## src/rtl/fixed_point_accumulator_pkg.sv

```systemverilog
// Shared types and constants for the fixed-point accumulator: FSM states,
// the default data width and the saturation limits as functions of N.
package fixed_point_pkg;

    localparam int FXP_N_DEFAULT = 16;

    typedef enum logic [1:0] {
        ST_IDLE  = 2'd0,
        ST_ACCUM = 2'd1,
        ST_DONE  = 2'd2
    } acc_state_e;

    // Limits are returned zero-extended to 64 bits; callers keep the low n bits.
    function automatic logic [63:0] fxp_max(input int n);
        return (64'd1 << (n - 1)) - 64'd1;
    endfunction

    function automatic logic [63:0] fxp_min(input int n);
        return 64'd1 << (n - 1);
    endfunction

endpackage

```

## src/rtl/fixed_point_accumulator_carry_select_adder.sv

```systemverilog
// Carry-select adder/subtractor: the low half ripples, the high half is
// precomputed for both carry-in values and selected by the low-half carry.
module carry_select_adder #(
    parameter int N = 16
) (
    input  logic [N-1:0] a,
    input  logic [N-1:0] b,
    input  logic         is_subtract,
    output logic [N-1:0] result,
    output logic         carry,
    output logic         overflow_flag,
    output logic         negative
);
    localparam int H = N / 2;
    localparam int U = N - H;

    logic [N-1:0] b_eff_s;
    logic [H:0]   lo_s;
    logic [U:0]   hi0_s;
    logic [U:0]   hi1_s;

    assign b_eff_s = b ^ {N{is_subtract}};
    assign lo_s    = {1'b0, a[H-1:0]} + {1'b0, b_eff_s[H-1:0]} + {{H{1'b0}}, is_subtract};
    assign hi0_s   = {1'b0, a[N-1:H]} + {1'b0, b_eff_s[N-1:H]};
    assign hi1_s   = hi0_s + {{U{1'b0}}, 1'b1};

    assign {carry, result} = lo_s[H] ? {hi1_s, lo_s[H-1:0]} : {hi0_s, lo_s[H-1:0]};

    // Signed overflow: like-signed operands producing a result of the other sign.
    assign overflow_flag = (a[N-1] == b_eff_s[N-1]) & (result[N-1] != a[N-1]);
    assign negative      = overflow_flag ^ result[N-1];

endmodule

```

## src/rtl/fixed_point_accumulator.sv

```systemverilog
// Signed fixed-point stream accumulator with valid/ready operand and result handshakes.
// Define ACC_SATURATE_EN to clamp the running sum on overflow instead of wrapping.
module fixed_point_accumulator
    import fixed_point_pkg::*;
#(
    parameter int N     = FXP_N_DEFAULT,
    parameter int CNT_W = 8
) (
    input  logic             clk,
    input  logic             rst,
    input  logic             start,
    input  logic [CNT_W-1:0] len,
    input  logic             in_valid,
    output logic             in_ready,
    input  logic [N-1:0]     in_data,
    input  logic             in_sub,
    output logic [N-1:0]     sum_out,
    output logic             sum_valid,
    input  logic             out_ready,
    output logic             busy,
    output logic             ovf_sticky
);
    localparam logic [63:0]      MAX_W   = fxp_max(N);
    localparam logic [63:0]      MIN_W   = fxp_min(N);
    localparam logic [N-1:0]     SAT_MAX = MAX_W[N-1:0];
    localparam logic [N-1:0]     SAT_MIN = MIN_W[N-1:0];
    localparam logic [CNT_W-1:0] CNT_ONE = {{(CNT_W-1){1'b0}}, 1'b1};

    acc_state_e       state_q, state_d;
    logic [N-1:0]     acc_q, acc_d;
    logic [CNT_W-1:0] rem_q, rem_d;
    logic             ovf_q, ovf_d;
    logic [N-1:0]     sum_out_q, sum_out_d;
    logic             in_ready_q, in_ready_d;
    logic             sum_valid_q, sum_valid_d;
    logic             busy_q, busy_d;

    logic [N-1:0]     add_res_s;
    logic [N-1:0]     acc_next_s;
    logic             add_ovf_s;
    logic             add_neg_s;
    logic             carry_unused_s;

    carry_select_adder #(.N(N)) u_adder (
        .a             (acc_q),
        .b             (in_data),
        .is_subtract   (in_sub),
        .result        (add_res_s),
        .carry         (carry_unused_s),
        .overflow_flag (add_ovf_s),
        .negative      (add_neg_s)
    );

`ifdef ACC_SATURATE_EN
    assign acc_next_s = add_ovf_s ? (add_neg_s ? SAT_MIN : SAT_MAX) : add_res_s;
`else
    assign acc_next_s = add_res_s;
`endif

    // Next-state, datapath and output decode; outputs follow the next state so they come straight from flops.
    always_comb begin
        state_d = state_q;
        acc_d   = acc_q;
        rem_d   = rem_q;
        ovf_d   = ovf_q;
        case (state_q)
            ST_IDLE: begin
                if (start) begin
                    acc_d   = {N{1'b0}};
                    rem_d   = len;
                    ovf_d   = 1'b0;
                    state_d = (len != {CNT_W{1'b0}}) ? ST_ACCUM : ST_DONE;
                end else begin
                    state_d = ST_IDLE;
                end
            end
            ST_ACCUM: begin
                if (in_valid && in_ready_q) begin
                    acc_d = acc_next_s;
                    rem_d = rem_q - CNT_ONE;
                    ovf_d = ovf_q | add_ovf_s;
                    if (rem_q == CNT_ONE) begin
                        state_d = ST_DONE;
                    end else begin
                        state_d = ST_ACCUM;
                    end
                end else begin
                    state_d = ST_ACCUM;
                end
            end
            ST_DONE: begin
                if (out_ready) begin
                    state_d = ST_IDLE;
                end else begin
                    state_d = ST_DONE;
                end
            end
            default: begin
                state_d = ST_IDLE;
            end
        endcase

        in_ready_d  = (state_d == ST_ACCUM);
        sum_valid_d = (state_d == ST_DONE);
        busy_d      = (state_d != ST_IDLE);
        if (state_d == ST_DONE) begin
            sum_out_d = acc_d;
        end else begin
            sum_out_d = sum_out_q;
        end
    end

    // State and registered outputs; reset aborts any accumulation in progress.
    always_ff @(posedge clk or posedge rst) begin
        if (rst) begin
            state_q     <= ST_IDLE;
            acc_q       <= {N{1'b0}};
            rem_q       <= {CNT_W{1'b0}};
            ovf_q       <= 1'b0;
            sum_out_q   <= {N{1'b0}};
            in_ready_q  <= 1'b0;
            sum_valid_q <= 1'b0;
            busy_q      <= 1'b0;
        end else begin
            state_q     <= state_d;
            acc_q       <= acc_d;
            rem_q       <= rem_d;
            ovf_q       <= ovf_d;
            sum_out_q   <= sum_out_d;
            in_ready_q  <= in_ready_d;
            sum_valid_q <= sum_valid_d;
            busy_q      <= busy_d;
        end
    end

    assign in_ready   = in_ready_q;
    assign sum_valid  = sum_valid_q;
    assign busy       = busy_q;
    assign ovf_sticky = ovf_q;
    assign sum_out    = sum_out_q;

endmodule

```

## config.mk

```make
export PLATFORM = sky130hd
export DESIGN_NAME = fixed_point_accumulator
export DESIGN_NICKNAME = d
export VERILOG_FILES = /design/src/rtl/fixed_point_accumulator_pkg.sv /design/src/rtl/fixed_point_accumulator_carry_select_adder.sv /design/src/rtl/fixed_point_accumulator.sv
export SDC_FILE = /design/constraint.sdc
export NUM_CORES = 1
export LEC_CHECK = 0
export BUFFER_PORTS_ARGS = -buffer_cell sky130_fd_sc_hd__buf_2
export CORE_MARGIN = 10
export CORE_UTILIZATION = 40
export CTS_CLUSTER_DIAMETER = 200
export DETAILED_ROUTE_END_ITERATION = 10
export GPL_TIMING_DRIVEN = 0
export PLACE_DENSITY_LB_ADDON = 0.1
export SLEW_MARGIN = 20
export SYNTH_ARGS = -nofsm -noshare
export SYNTH_HDL_FRONTEND = slang
export SYNTH_SLANG_ARGS = --single-unit
```

## constraint.sdc

```tcl
create_clock -name clk -period 6.5 [get_ports clk]
set_clock_uncertainty 0.15 [all_clocks]
set_input_delay 0.65 -clock clk [delete_from_list [all_inputs] [get_ports clk]]
set_output_delay 0.65 -clock clk [all_outputs]
set_load 0.01 [all_outputs]
```

==> results.cfg <==
[detailed_routing]
drc = 0
wirelength_um = 7210
drtIter0Drc = 85
drt-pass1-iter-count = 4
routedWlPerCell_um = 15.6
viasPerCell = 5.21
dr_total_vias = 2403
ant_nets = 0

[cts]
post_cts_resized = 0
cts_max_level = 2
postCtsSetupBuffers = 0
cts_buffers = 5
root_buffer = clkbuf_8
clock_path_buffers = 2
clkSinkCount = 46
path_clk_slew_ns = 0.10
clock_latency_ns = 0.31
cts_tree = built
cts_hold_buf = 0

[grt]
antenna_found_initial = 0
grt_pass1_wl_um = 12100
grt_pass1_vias = 2517
grt_usage_pct = 13.0
grt_overflow_total = 0
grt_max_degree = 25

[sta]
worstMarginPinSlew_ns = 0.780
finalHoldViolations = 0
fin_tns_setup_ns = 0
fmaxAchievable_ghz = 0.259
min_period_ns = 3.87
setup_violations = 0
finalCritPeriodShare_pct = 59.5
whs_ns = 0.223
grt_setup_unrepaired = false
drv_slew = 0
maxSlewHeadroom_pct = 47.8

[die]
die-area_sq_um = 11200
io_pins = 50
core_sq_um = 7210
die_h_um = 106
start_util_pct = 40.9
die_width_um = 106
rows = 31

[placed_design]
dpl.cell_count = 453
hpwl_um = 5560
postPlaceCellArea_sq_um = 3340
portBuffers = 48
gp_congestion = 0.821

[critical_path]
r2r_start = acc_q[0]$_DFF_PP0_
crit_path_start_kind = input port
worstPathMaxFanout = 10
r2r_end = sum_out[9]$_DFFE_PP0P_
r2r_slack_ns = 3.43
cp-startpoint = in_sub
r2r.worst_path.cells = 9
crit_arrival_ns = 3.96
required_ns = 6.59
worst_setup_path_end_kind = flip-flop
timing_worst_setup_path_type = in2reg

[logic_synthesis]
ys_warn_count = 0
synth_flop_cell = dfrtp_1
synthMuxAreaShare_pct = 6.40
ys_ff_latch = 46
yosysSeqAreaShare_pct = 39.0
synth_compound_area_share_pct = 17.9
ys_types = 53
ys_async_sr_fraction_pct = 100
synth_edf_count = 0
synthSimpleGateAreaFrac_pct = 16.5
synth_fa_ha_area_share_pct = 8.98
synth_xor_area_share_pct = 8.60
synth.cell_area_sq_um = 2950
syn_area_per_cell_sq_um = 9.69
synth_top_family_by_area = compound AO/OA/AOI/OAI gates
synth_nets = 355
synthCells = 305

[power]
powerDensity_nw_per_um2 = 462
leakagePower_nw = 1.58
ir_worst_vdd_mv = 0.189

[run_status]
outcome = finished clean

[cells_and_area]
antenna_cells = 0
fillerInstances = 718
final_cells = 461
fin_area_sq_um = 3430
nNetsFinal = 411
final_util_pct = 47.6
area_delta_synth_final_pct = 16.1
drive_gt1_share_pct = 24.0

[min_path]
hold_class = in2async

[flow_run]
maxCapViolCount = 0
==> cell type report <==
type,instances,area [sq um],share of cell area [%]
multi-input combinational,242,1720,50.2
sequential,46,1150,33.6
timing repair buffer,49,260,7.59
tap,99,124,3.61
clock buffer,5,68.8,2.01
buffer,10,53.8,1.57
inverter,7,26.3,0.766
clock inverter,3,23.8,0.693
==> worst max-delay path: stages <==
cell and delay [ns]:
buf_2 0.19, buf_1 0.61, xor2_1 0.16, ha_1 0.29, fa_1 0.47, a211oi_2 0.36, nor2_1 0.13, xor2_1 0.15
nand4_1 0.20, a211oi_1 0.35, o21ai_0 0.18, a31oi_1 0.22
==> state kept, by name, summed over array words and instances, names as in the netlist <==
register and flops:
state_q 2, sum_valid 1, rem_q 8, acc_q 16
busy 1, ovf_sticky 1, sum_out 16, in_ready 1
==> cell families after synthesis <==
logic type	count (synthesis)
AND/OR/NAND/NOR	93
AO/OA/AOI/OAI	83
flip-flops	46
XOR/XNOR	29
adder cells (fa/ha/maj)	20
buffers and inverters	17
multiplexers	17
==> how the worst max path moves through the flow <==
| stage | cells after the start | slack [ns] | end |
|---|---|---|---|
| after CTS | 12 | 2.66 | sum_out[15]$_DFFE_PP0P_ |
| after global routing | 12 | 2.32 | sum_out[15]$_DFFE_PP0P_ |
| after detailed placement | 12 | 2.35 | sum_out[15]$_DFFE_PP0P_ |
| after global placement | 12 | 2.38 | sum_out[15]$_DFFE_PP0P_ |
| after floorplan | 12 | 2.85 | ovf_sticky$_DFFE_PP0P_ |
| final | 12 | 2.63 | sum_out[15]$_DFFE_PP0P_ |
==> stage by stage <==
| stage | power, mW | worst slack, ns |
|---|---|---|
| after floorplan | 1.17 | 2.85 |
| after global placement | 1.39 | 2.38 |
| after detailed placement | 1.41 | 2.35 |
| after CTS | 1.60 | 2.66 |
| after global routing | 1.75 | 2.32 |
| final | 1.58 | 2.63 |
==> placed cells by master (no fill, tap or decap), drive strengths merged, types with 2 or more instances in the layout <==
cell,count
inv,8
clkinvlp,2
xnor2,9
o21ai,31
mux2i,2
fa,2
nand3,10
nor2,22
nand2b,4
a22o,2
mux2,15
ha,18
or4,4
dfrtp,46
a22oi,5
o211ai,3
buf,53
a21oi,19
or3,4
xor2,20
nand4,2
nor4,5
a21o,4
nor3b,3
a31oi,3
o31a,2
a211oi,4
o22ai,3
nor2b,3
nor3,5
clkbuf,11
nand2,24
==> report_power, final <==
group	internal, mW	total (mW)	switching (mW)	leakage, nW
Combinational	0.385	0.896	0.511	0.969
Clock	0.0771	0.185	0.108	0.0408
Sequential	0.414	0.504	0.0895	0.574
==> cells in the mapped netlist, drive strengths merged (4+ instances only) <==
master	number	area share [%]
a211oi	4	1.2
a21o	4	1.0
a21oi	19	3.2
a22oi	5	1.7
buf	4	1.1
clkbuf	6	0.76
dfrtp	46	39
ha	18	7.6
inv	7	0.89
mux2	15	5.7
nand2	24	3.0
nand2b	4	0.85
nand3	10	1.9
nor2	22	2.9
nor3	5	0.85
nor4	5	1.1
o21ai	31	5.3
or3	4	1.0
or4	4	1.1
xnor2	9	2.7
xor2	20	5.9
==> layer usage <==
layer  track usage [%]  share of wire [%]
met5                 0                  0
met4              3.58                1.0
met3              3.50                5.5
met2              21.2                 46
met1              16.5                 47
(Power assumes the default switching activity.)
